$ cat config.mk
export PLATFORM = sky130hd
export DESIGN_NAME = bit_counter_param_flat
export DESIGN_NICKNAME = d
export VERILOG_FILES = /design/src/rtl/bit_counter_pkg.sv /design/src/rtl/bit_counter_param_if.sv /design/src/rtl/bit_counter_ctrl.sv /design/src/rtl/bit_counter_param.sv /design/src/flat_wrapper.sv
export SDC_FILE = /design/constraint.sdc
export NUM_CORES = 1
export LEC_CHECK = 0
export ABC_CLOCK_PERIOD_IN_PS = 1600
export BUFFER_PORTS_ARGS = -buffer_cell sky130_fd_sc_hd__buf_2
export CORE_ASPECT_RATIO = 1.2
export CORE_MARGIN = 3
export CORE_UTILIZATION = 40
export CTS_BUF_LIST = sky130_fd_sc_hd__clkbuf_8
export CTS_CLUSTER_SIZE = 24
export DETAILED_ROUTE_END_ITERATION = 16
export PLACE_DENSITY_LB_ADDON = 0.3
export SLEW_MARGIN = 20
export SYNTH_ARGS = -nofsm -noshare
export SYNTH_HDL_FRONTEND = slang
export SYNTH_SLANG_ARGS = --single-unit
export TNS_END_PERCENT = 5
$ cat constraint.sdc
create_clock -name clk -period 1.6 [get_ports clk]
set_input_delay 0.32 -clock clk [delete_from_list [all_inputs] [get_ports clk]]
set_output_delay 0.32 -clock clk [all_outputs]
set_load 0.01 [all_outputs]
$ cat src/rtl/bit_counter_pkg.sv
// Shared types for the bit counter: controller state encoding, visible to the
// controller and to anything observing it.
package bit_counter_pkg;

  typedef enum logic [1:0] {
    ST_IDLE  = 2'd0,
    ST_COUNT = 2'd1,
    ST_DONE  = 2'd2
  } state_t;

  localparam int DEFAULT_WIDTH = 8;

endpackage

$ cat src/rtl/bit_counter_param_if.sv
// Request/result bundle of the bit counter: the requester drives start/mode/data
// and observes result/busy/done.
interface bit_counter_param_if #(
  parameter int WIDTH = 8
);
  localparam int CW = $clog2(WIDTH + 1);

  logic             start;
  logic             mode;
  logic [WIDTH-1:0] data;
  logic [CW-1:0]    result;
  logic             busy;
  logic             done;

  modport master (output start, output mode, output data,
                  input  result, input busy, input done);
  modport slave  (input  start, input mode, input data,
                  output result, output busy, output done);
endinterface

$ cat src/rtl/bit_counter_ctrl.sv
// IDLE/COUNT/DONE sequencer for the bit counter; busy and done are registered
// copies of the next state so they track the state register exactly.
module bit_counter_ctrl
  import bit_counter_pkg::*;
(
  input  logic clk,
  input  logic reset,
  input  logic start,
  input  logic reg_zero,
  output logic load,
  output logic clear,
  output logic shift,
  output logic busy,
  output logic done
);

  state_t state_q, state_d;
  logic   busy_q, busy_d;
  logic   done_q, done_d;

  always_comb begin
    state_d = state_q;
    unique case (state_q)
      ST_IDLE:  if (start)    state_d = ST_COUNT;
      ST_COUNT: if (reg_zero) state_d = ST_DONE;
      ST_DONE:  if (!start)   state_d = ST_IDLE;
      default:                state_d = ST_IDLE;
    endcase
    busy_d = (state_d == ST_COUNT);
    done_d = (state_d == ST_DONE);
  end

  always_ff @(posedge clk) begin
    if (reset) begin
      state_q <= ST_IDLE;
      busy_q  <= 1'b0;
      done_q  <= 1'b0;
    end else begin
      state_q <= state_d;
      busy_q  <= busy_d;
      done_q  <= done_d;
    end
  end

  // The operand is captured only on start=0 idle cycles, so the value seen on
  // the last cycle before start rose is the one that gets counted.
  assign load  = (state_q == ST_IDLE) && !start;
  assign clear = (state_q == ST_IDLE) && !start;
  assign shift = (state_q == ST_COUNT) && !reg_zero;
  assign busy  = busy_q;
  assign done  = done_q;

endmodule

$ cat src/rtl/bit_counter_param.sv
// Counts ones (mode=0) or zeros (mode=1) of a WIDTH-bit operand by shifting it
// right until empty; result is valid while done is high.
module bit_counter_param
  import bit_counter_pkg::*;
#(
  parameter int WIDTH = DEFAULT_WIDTH
) (
  input  logic              clk,
  input  logic              reset,
  bit_counter_param_if.slave bus
);

  localparam int CW = $clog2(WIDTH + 1);

  logic [WIDTH-1:0] operand;
  logic [WIDTH-1:0] shift_q, shift_d;
  logic [CW-1:0]    result_q, result_d;
  logic             reg_zero;
  logic             load, clear, shift;

  // Counting zeros is counting ones of the inverted operand.
  generate
    for (genvar gi = 0; gi < WIDTH; gi++) begin : g_inv
      assign operand[gi] = bus.data[gi] ^ bus.mode;
    end
  endgenerate

  assign reg_zero = (shift_q == '0);

  bit_counter_ctrl u_ctrl (
    .clk      (clk),
    .reset    (reset),
    .start    (bus.start),
    .reg_zero (reg_zero),
    .load     (load),
    .clear    (clear),
    .shift    (shift),
    .busy     (bus.busy),
    .done     (bus.done)
  );

  always_comb begin
    shift_d  = shift_q;
    result_d = result_q;
    if (clear) result_d = '0;
    if (load)  shift_d  = operand;
    // At most WIDTH increments happen per count, and CW holds WIDTH.
    if (shift) begin
      shift_d  = shift_q >> 1;
      result_d = result_q + {{(CW-1){1'b0}}, shift_q[0]};
    end
  end

  always_ff @(posedge clk) begin
    if (reset) begin
      shift_q  <= '0;
      result_q <= '0;
    end else begin
      shift_q  <= shift_d;
      result_q <= result_d;
    end
  end

  assign bus.result = result_q;

endmodule

$ cat src/flat_wrapper.sv
// flat-port wrapper written by rule: the top's interface ports become plain ports
module bit_counter_param_flat import bit_counter_pkg::*;
#(
  parameter int WIDTH = DEFAULT_WIDTH
)
  (clk, reset, bus_start, bus_mode, bus_data, bus_result, bus_busy, bus_done);
  bit_counter_param_if #(.WIDTH(WIDTH)) bus_i ();
  input  logic clk;
  input  logic reset;
  input wire logic [$bits(bus_i.start)-1:0] bus_start;
  input wire logic [$bits(bus_i.mode)-1:0] bus_mode;
  input wire logic [$bits(bus_i.data)-1:0] bus_data;
  output wire logic [$bits(bus_i.result)-1:0] bus_result;
  output wire logic [$bits(bus_i.busy)-1:0] bus_busy;
  output wire logic [$bits(bus_i.done)-1:0] bus_done;
  assign bus_i.start = bus_start;
  assign bus_i.mode = bus_mode;
  assign bus_i.data = bus_data;
  assign bus_result = bus_i.result;
  assign bus_busy = bus_i.busy;
  assign bus_done = bus_i.done;
  bit_counter_param #(.WIDTH(WIDTH)) u_core (.clk(clk), .reset(reset), .bus(bus_i));
endmodule
# Yosys cells after proc, flatten, opt, wreduce, memory -nomap -nowiden

Cells that the tools add are included.

Equal/unequal tests: 4
Multiply operators: 0
Divide/modulo/power cells: 0
Bitwise operators: 8
Shift operators: 0
Reduce and logical (&&, ||, !) cells: 8
$lt $le $gt $ge: 0
Add/subtract/negate cells: 1
Multiplexer cells: 8

Operators by type and width:

| cell               | count |
|---|---|
| $mux 7             | 2 |
| $logic_not 8->1    | 1 |
| $mux 4             | 2 |
| $xor 1x1->1        | 8 |
| $mux 2             | 3 |
| $pmux 2 s3         | 1 |
| $add 4x1->4        | 1 |
| $eq 2x1->1 const B | 2 |
| $eq 2x2->1 const B | 2 |
| $logic_and 1x1->1  | 2 |
| $logic_not 1->1    | 2 |
| $logic_not 2->1    | 1 |
| $reduce_bool 2->1  | 1 |
| $reduce_or 2->1    | 1 |

Memory bits (read-only): 0
Output and inout bits: 6
Memories kept: 0
Logic and storage cells: 35
Memory bits (writable): 0
Bits in latches: 0
Input port bits: 12
Register bits after elaboration: 16

# Logic depth before layout (Yosys ltp)

Gate-level depths: netlist of the first run.

Depth after elaboration: 4
Depth in mapped cells: 5
Gate-level depth less buffers: 5

# Modules after synthesis

Synthesis of the first run repeated with hierarchy kept, for this count alone.

Cells, all modules: 91
Area total of the unflattened synthesis: 808.3 um2

By module, submodules not included:

| module            | area each (um2) | sequential area each (um2) | cells each | instances |
|---|---|---|---|---|
| bit_counter_param | 661.9           | 240.2                      | 77         | 1 |
| bit_counter_ctrl  | 146.4           | 80.1                       | 14         | 1 |

# Worst setup path before layout of the first run

OpenSTA, ideal clock, no wires.

Path type: flip-flop to flip-flop
From: reg u_core.shift_q[2]
To: reg u_core.result_q[2], in the netlist u_core.bus.result[2]
Path buffers: 0
Data arrival time: 1.539 ns
Setup slack: 0.002 ns
Clock period less this slack: 1.598 ns
Required time: 1.541 ns
Cell stages (with the launch flop): 5
Path through: dfxtp_1 > or4_4 > o21a_4 > a2111oi_4 > a31o_1

Longest elaborated chain between the ends: 4
Elaborated cells on any way between the ends: 5

Ends and longest elaborated chain:

| item                                        | line                    | text |
|---|---|---|
| start, declared                             | bit_counter_param.sv:16 | `logic [WIDTH-1:0] shift_q, shift_d;` |
| start signal, assigned                      | bit_counter_param.sv:59 | `shift_q <= shift_d;` |
| $logic_not 8->1 *                           | bit_counter_param.sv:28 | `assign reg_zero = (shift_q == '0);` |
| $logic_not 1->1 *                           | bit_counter_ctrl.sv:49  | `assign shift = (state_q == ST_COUNT) && !reg_zero;` |
| $logic_and 1x1->1 *                         | bit_counter_ctrl.sv:49  |  |
| $mux 4 or $reduce_bool 2->1 (tied branches) | n/a                     |  |
| end signal, assigned                        | bit_counter_param.sv:60 | `result_q <= result_d;` |
| end, declared                               | bit_counter_param.sv:17 | `logic [CW-1:0] result_q, result_d;` |

Every way passes the cells marked *; elsewhere a longest branch is shown, timed or not.
A chain may end at the register's enable or synchronous reset.

# Worst setup path in the final report of the first run

From: reg u_core.shift_q[5]
To: reg u_core.result_q[2], in the netlist u_core.bus.result[2]

The elaborated chain is that of the path after synthesis.

==> impl_metrics.tcl, run 1 <==
set metrics [dict create \
    io_buffers 17 \
    path_class "register to register" \
    peakVddDrop_uv 664 \
    hold_violations 0 \
    p_int_mw 0.833 \
    multi_input_area_um2 458 \
    worstPathRequired_ps 1790 \
    crit_buf_inv 0 \
    crit_slowest_cell "or4_4" \
    critical_path.max_stage_delay_ps 560 \
    max_cap_violations 0 \
    swShare_pct 30.1 \
    syn_inst 91 \
    first_pass_iters 3 \
    gp_congestion 0.757 \
    path_cells "or4_4, o21a_4, a2111oi_4, a31o_1" \
    p_leak_nw 0.421 \
    fp.dieArea_um2 2580 \
    nNetsFinal 135 \
    cts.path.max_buffers 2 \
    core_area_um2 1870 \
    drv_slew 0 \
    via_count 715 \
    synth_seq_area_share_pct 40.0 \
    viasPerCell 5.18 \
    ff_latch_area_um2 323 \
    relSlewSlack_pct 69.2 \
    synth_nets 105 \
    place_area_um2 981 \
    drt_wl_total_um 1670 \
    wl_per_cell_um 12.1 \
    cp-start-kind "register" \
    initial_core_util_pct 42.8 \
    arrival_ps 1770 \
    worst_slew_pin_slew_ps 459 \
    grt_max_degree 18 \
    area_growth_pct 28.9 \
    cts_buffers 3 \
    dp_hpwl_um 1310 \
    grt_pass1_wl_um 2670 \
    final_cell_area_um2 1030 \
    final.setup_skew_ps 1.25 \
    antenna_left 0 \
    ctsHoldBuffers 0 \
    clkPwrFrac_pct 24.4 \
    synth.distinct_cells 21 \
    route.detailed.drc 0 \
    cp_top_family "compound AO/OA/AOI/OAI gates" \
    period_needed_ps 1590 \
    syn_area_um2 801 \
    power.switching_mw 0.359 \
    p_seq_share_pct 41.1 \
    crit_path_max_fanout 3 \
    grt_antenna_before_repair 0 \
    grt_overflow_total 0 \
    ys_warn_count 0 \
    end_kind "register" \
    drive_gt1_share_pct 34.5 \
    die_h_um 55.0 \
    clk_pin_slew_ps 60 \
    n_antenna_cell 0 \
    finalSetupTns_ps 0 \
    rsz0062_at_grt "yes" \
    fmax_mhz 630 \
    htreeDepth 1 \
    power_frac_comb_pct 34.5 \
    final-setup-viol-count 0 \
    insertion_delay_ps 240 \
    grt.total_usage_pct 14.3 \
    rows 17 \
    hold_class "primary input to register" \
    final_cell_mix "nand2_1 (18), buf_2 (17), dfxtp_1 (14)" \
    pwr_density_cell_nw_per_um2 1150 \
    ys_seq_elements 16 \
    fillers 189 \
    cts_tree "done" \
    min_period_over_period_pct 99.2 \
    cts-root-buf "clkbuf_8" \
    synth_area_per_cell_um2 8.80 \
    status "completed" \
    grt_pass1_vias 647 \
    cts.sinks 16 \
    drt-initial-drc-count 5 \
    mostFrequentLayoutCell "nand2_1" \
    io_pins 18 \
    die_x_um 46.8 \
]
[routing by layer]
metal | track usage (%) | share of wire (%) | vias to the layer above
met4 | 4.15 | 0.90 | 0
met5 | 0 | 0 | -
met2 | 25.3 | 50 | 13
met3 | 2.91 | 3.7 | 2
met1 | 17.2 | 45 | 320
li1 | - | - | 380
[area by class of cell]
class / count / area share [%]
clock buffers: 3 / 4.00
inverters: 1 / 0.364
multi-input cells: 69 / 44.4
flip-flops and latches: 16 / 31.3
well taps: 19 / 2.30
repair buffers: 30 / 17.7
[cells in the mapped netlist]
cell | number | share of area [%]
a2111oi_0 | 2 | 2.2
a2111oi_1 | 1 | 1.3
a2111oi_4 | 1 | 3.4
a21oi_1 | 10 | 6.3
a2bb2oi_1 | 1 | 1.1
a31o_1 | 1 | 1.1
clkbuf_1 | 5 | 2.3
dfxtp_1 | 16 | 40
ha_1 | 2 | 3.1
inv_1 | 1 | 0.47
nand2_1 | 18 | 8.4
nand3_1 | 4 | 2.5
nor2_1 | 6 | 2.8
nor2b_1 | 1 | 0.78
nor3_2 | 1 | 1.3
o211ai_1 | 7 | 6.6
o21a_4 | 1 | 1.9
o21ai_2 | 1 | 1.1
or3_1 | 1 | 0.78
or4_4 | 2 | 2.8
xnor2_1 | 9 | 9.8
[worst paths after layout]
path | start | slack (ps) | endpoint | cells past startpoint
max | u_core.shift_q[5] | 10 | u_core.bus.result[2] | 4
min | bus_data[7] | 390 | u_core.shift_q[7] | 3
max reg2reg | u_core.shift_q[5] | 10 | u_core.bus.result[2] | 4
min reg2reg | u_core.shift_q[7] | 480 | u_core.shift_q[6] | 2
[sequential cells by signal, indices dropped and copies added (netlist names)]
| name | flops |
|---|---|
| u_core.bus.result | 4 |
| u_core.shift_q | 8 |
| u_core.u_ctrl.busy | 1 |
| u_core.u_ctrl.state_q | 2 |
| u_core.u_ctrl.done | 1 |
[what timing repair did]
action                                  CTS  global route
setup buffers                             1             0
pin swaps                                 3             2
resized for setup                         1             1
endpoints found under the setup margin    1             5
[tightest hold or removal path, stage by stage]
cell and delay (ps):
buf_2 80, xnor2_1 110, a2111oi_1 70
[kinds of logic after synthesis]
group	Yosys count	synth area share (%)
flops	16	40.0
buf+inv	6	2.81
compound gates	25	24.8
fa+ha+maj	2	3.12
xor+xnor	9	9.84
simple gates	33	19.4
[power groups by stage]
stage               clock network [mW]  registers, mW  logic, mW
global route                     0.316          0.497      0.450
global placement                     0          0.494      0.396
finish                           0.291          0.491      0.411
CTS                              0.302          0.488      0.414
floorplan                            0          0.498      0.242
detailed placement                   0          0.497      0.402
[per-stage QoR]
stage / utilization, % / hold WS (ps) / worst slack, ps / power [mW] / instances
global placement: 52.4 / 457 / 4.12 / 0.890 / 134
finish: 55.1 / 392 / 13.2 / 1.19 / 138
CTS: 55.1 / 389 / 9.74 / 1.20 / 138
detailed placement: 52.4 / 472 / -16.8 / 0.899 / 134
global route: 55.1 / 429 / -29.7 / 1.26 / 138
floorplan: - / 444 / 2.15 / 0.740 / 91
No activity file was read; power rests on OpenSTA's default activity.
==> run 2, diff against run 1 <==
--- a/config.mk
+++ b/config.mk
@@ -8,12 +8,11 @@
 export ABC_CLOCK_PERIOD_IN_PS = 1600
 export BUFFER_PORTS_ARGS = -buffer_cell sky130_fd_sc_hd__buf_2
 export CORE_ASPECT_RATIO = 1.2
-export CORE_MARGIN = 3
+export CORE_MARGIN = 4
 export CORE_UTILIZATION = 40
 export CTS_BUF_LIST = sky130_fd_sc_hd__clkbuf_8
 export CTS_CLUSTER_SIZE = 24
 export DETAILED_ROUTE_END_ITERATION = 16
-export PLACE_DENSITY_LB_ADDON = 0.3
 export SLEW_MARGIN = 20
 export SYNTH_ARGS = -nofsm -noshare
 export SYNTH_HDL_FRONTEND = slang
==> impl_metrics.tcl, run 2 (same netlist as run 1, synthesis figures left out) <==
set metrics [dict create \
    grt_max_degree 18 \
    die_h_um 57.0 \
    cp-start-kind "register" \
    cts-root-buf "clkbuf_8" \
    path_class "register to register" \
    grt_overflow_total 0 \
    clk_pin_slew_ps 60 \
    layout_setup_ws_ps 21.3 \
    io_pins 18 \
    final.setup_skew_ps 2.20 \
    drt_wl_total_um 1670 \
    min_period_over_period_pct 98.7 \
    insertion_delay_ps 250 \
    antenna_left 0 \
    crit_path_max_fanout 3 \
    nNetsFinal 134 \
    cts_tree "done" \
    viasPerCell 5.22 \
    hold_violations 0 \
    grt.total_usage_pct 12.8 \
    die_x_um 48.8 \
    end_kind "register" \
    area_growth_pct 29.5 \
    via_count 721 \
    grt_pass1_vias 657 \
    core_area_um2 1870 \
    cts.path.max_buffers 2 \
    route.detailed.drc 0 \
    first_pass_iters 3 \
    final_cell_area_um2 1040 \
    final-setup-viol-count 0 \
    drt-initial-drc-count 7 \
    rsz0062_at_grt "yes" \
    largest_register_ffs 8 \
    relSlewSlack_pct 70.5 \
    period_needed_ps 1580 \
    hold_class "primary input to register" \
    fin_hold_ws_ps 399 \
    min_from "bus_data[7]" \
    fmax_mhz 633 \
    drive_gt1_share_pct 33.6 \
    fillers 188 \
    p_leak_nw 0.423 \
    final_cell_mix "nand2_1 (18), buf_2 (17), dfxtp_1 (15)" \
    gp_congestion 0.738 \
    worst_slew_pin_slew_ps 440 \
    htreeDepth 1 \
    pwr_density_cell_nw_per_um2 1200 \
    cts.sinks 16 \
    rows 17 \
    ff_latch_area_um2 322 \
    peakVddDrop_uv 554 \
    crit_start "u_core.shift_q[2]" \
    io_buffers 17 \
    arrival_ps 1770 \
    grt_pass1_wl_um 2870 \
    fp.dieArea_um2 2780 \
    finalSetupTns_ps 0 \
    dpl_worst_slack_ps -22.0 \
    multi_input_area_um2 458 \
    dp_hpwl_um 1290 \
    worstPathRequired_ps 1800 \
    n_antenna_cell 0 \
    drv_slew 0 \
    initial_core_util_pct 42.8 \
    grt_antenna_before_repair 0 \
    max_cap_violations 0 \
    place_area_um2 981 \
    status "completed" \
    cts_buffers 3 \
    wl_per_cell_um 12.1 \
    mostFrequentLayoutCell "nand2_1" \
    rr_startpoint "u_core.shift_q[2]" \
    regMostFlops "u_core.shift_q" \
]
[run 2: changes by cell type in the layout (fill, tap and decap cells not counted), sizes merged]
cell	delta
buf	-1
clkbuf	+1
[run 2: layer usage]
metal | vias up | routed length, um | GRT usage (%)
li1 | 381 | - | -
met5 | - | 0 | 0
met2 | 12 | 796 | 20.7
met3 | 4 | 63 | 3.39
met4 | 0 | 29 | 5.77
met1 | 324 | 782 | 15.9
[run 2: cell type report]
| class | instances | area share [%] |
|---|---|---|
| clock buffer | 4 | 5.31 |
| inverter | 1 | 0.362 |
| multi-input combinational | 69 | 44.1 |
| sequential | 16 | 31.0 |
| tap | 19 | 2.29 |
| timing repair buffer | 29 | 16.9 |
[run 2: worst max-delay path, stage by stage (launching register included)]
cell       delay [ps]
dfxtp_1           310
or4_4             560
o21a_4            250
a2111oi_4         280
a31o_1            130
[run 2: path summary, 6_finish.rpt]
| kind | to | slack (ps) | cells past startpoint |
|---|---|---|---|
| hold reg to reg | u_core.shift_q[4] | 480 | 2 |
| hold / removal | u_core.shift_q[7] | 400 | 3 |
| setup / recovery | u_core.bus.result[2] | 20 | 4 |
| setup reg to reg | u_core.bus.result[2] | 20 | 4 |
[run 2: what timing repair did]
item	CTS	global route
hold buffers	0	0
pin swaps	3	1
gates cloned	0	0
hold endpoints to repair	0	0
gates resized for setup	1	0
endpoints found under the setup margin	1	8
buffers inserted	0	0
[run 2: power breakdown]
part | switching [mW] | internal [mW]
sequential | 0.0364 | 0.453
combinational | 0.193 | 0.207
clock | 0.139 | 0.218
total | 0.368 | 0.878
[run 2: metrics by stage]
stage	std cells	util, %	power (mW)
2_1_floorplan	91	-	0.740
3_3_place_gp	134	52.4	0.895
3_5_place_dp	134	52.4	0.899
4_1_cts	138	55.4	1.26
5_1_grt	138	55.4	1.33
6_report	138	55.4	1.25
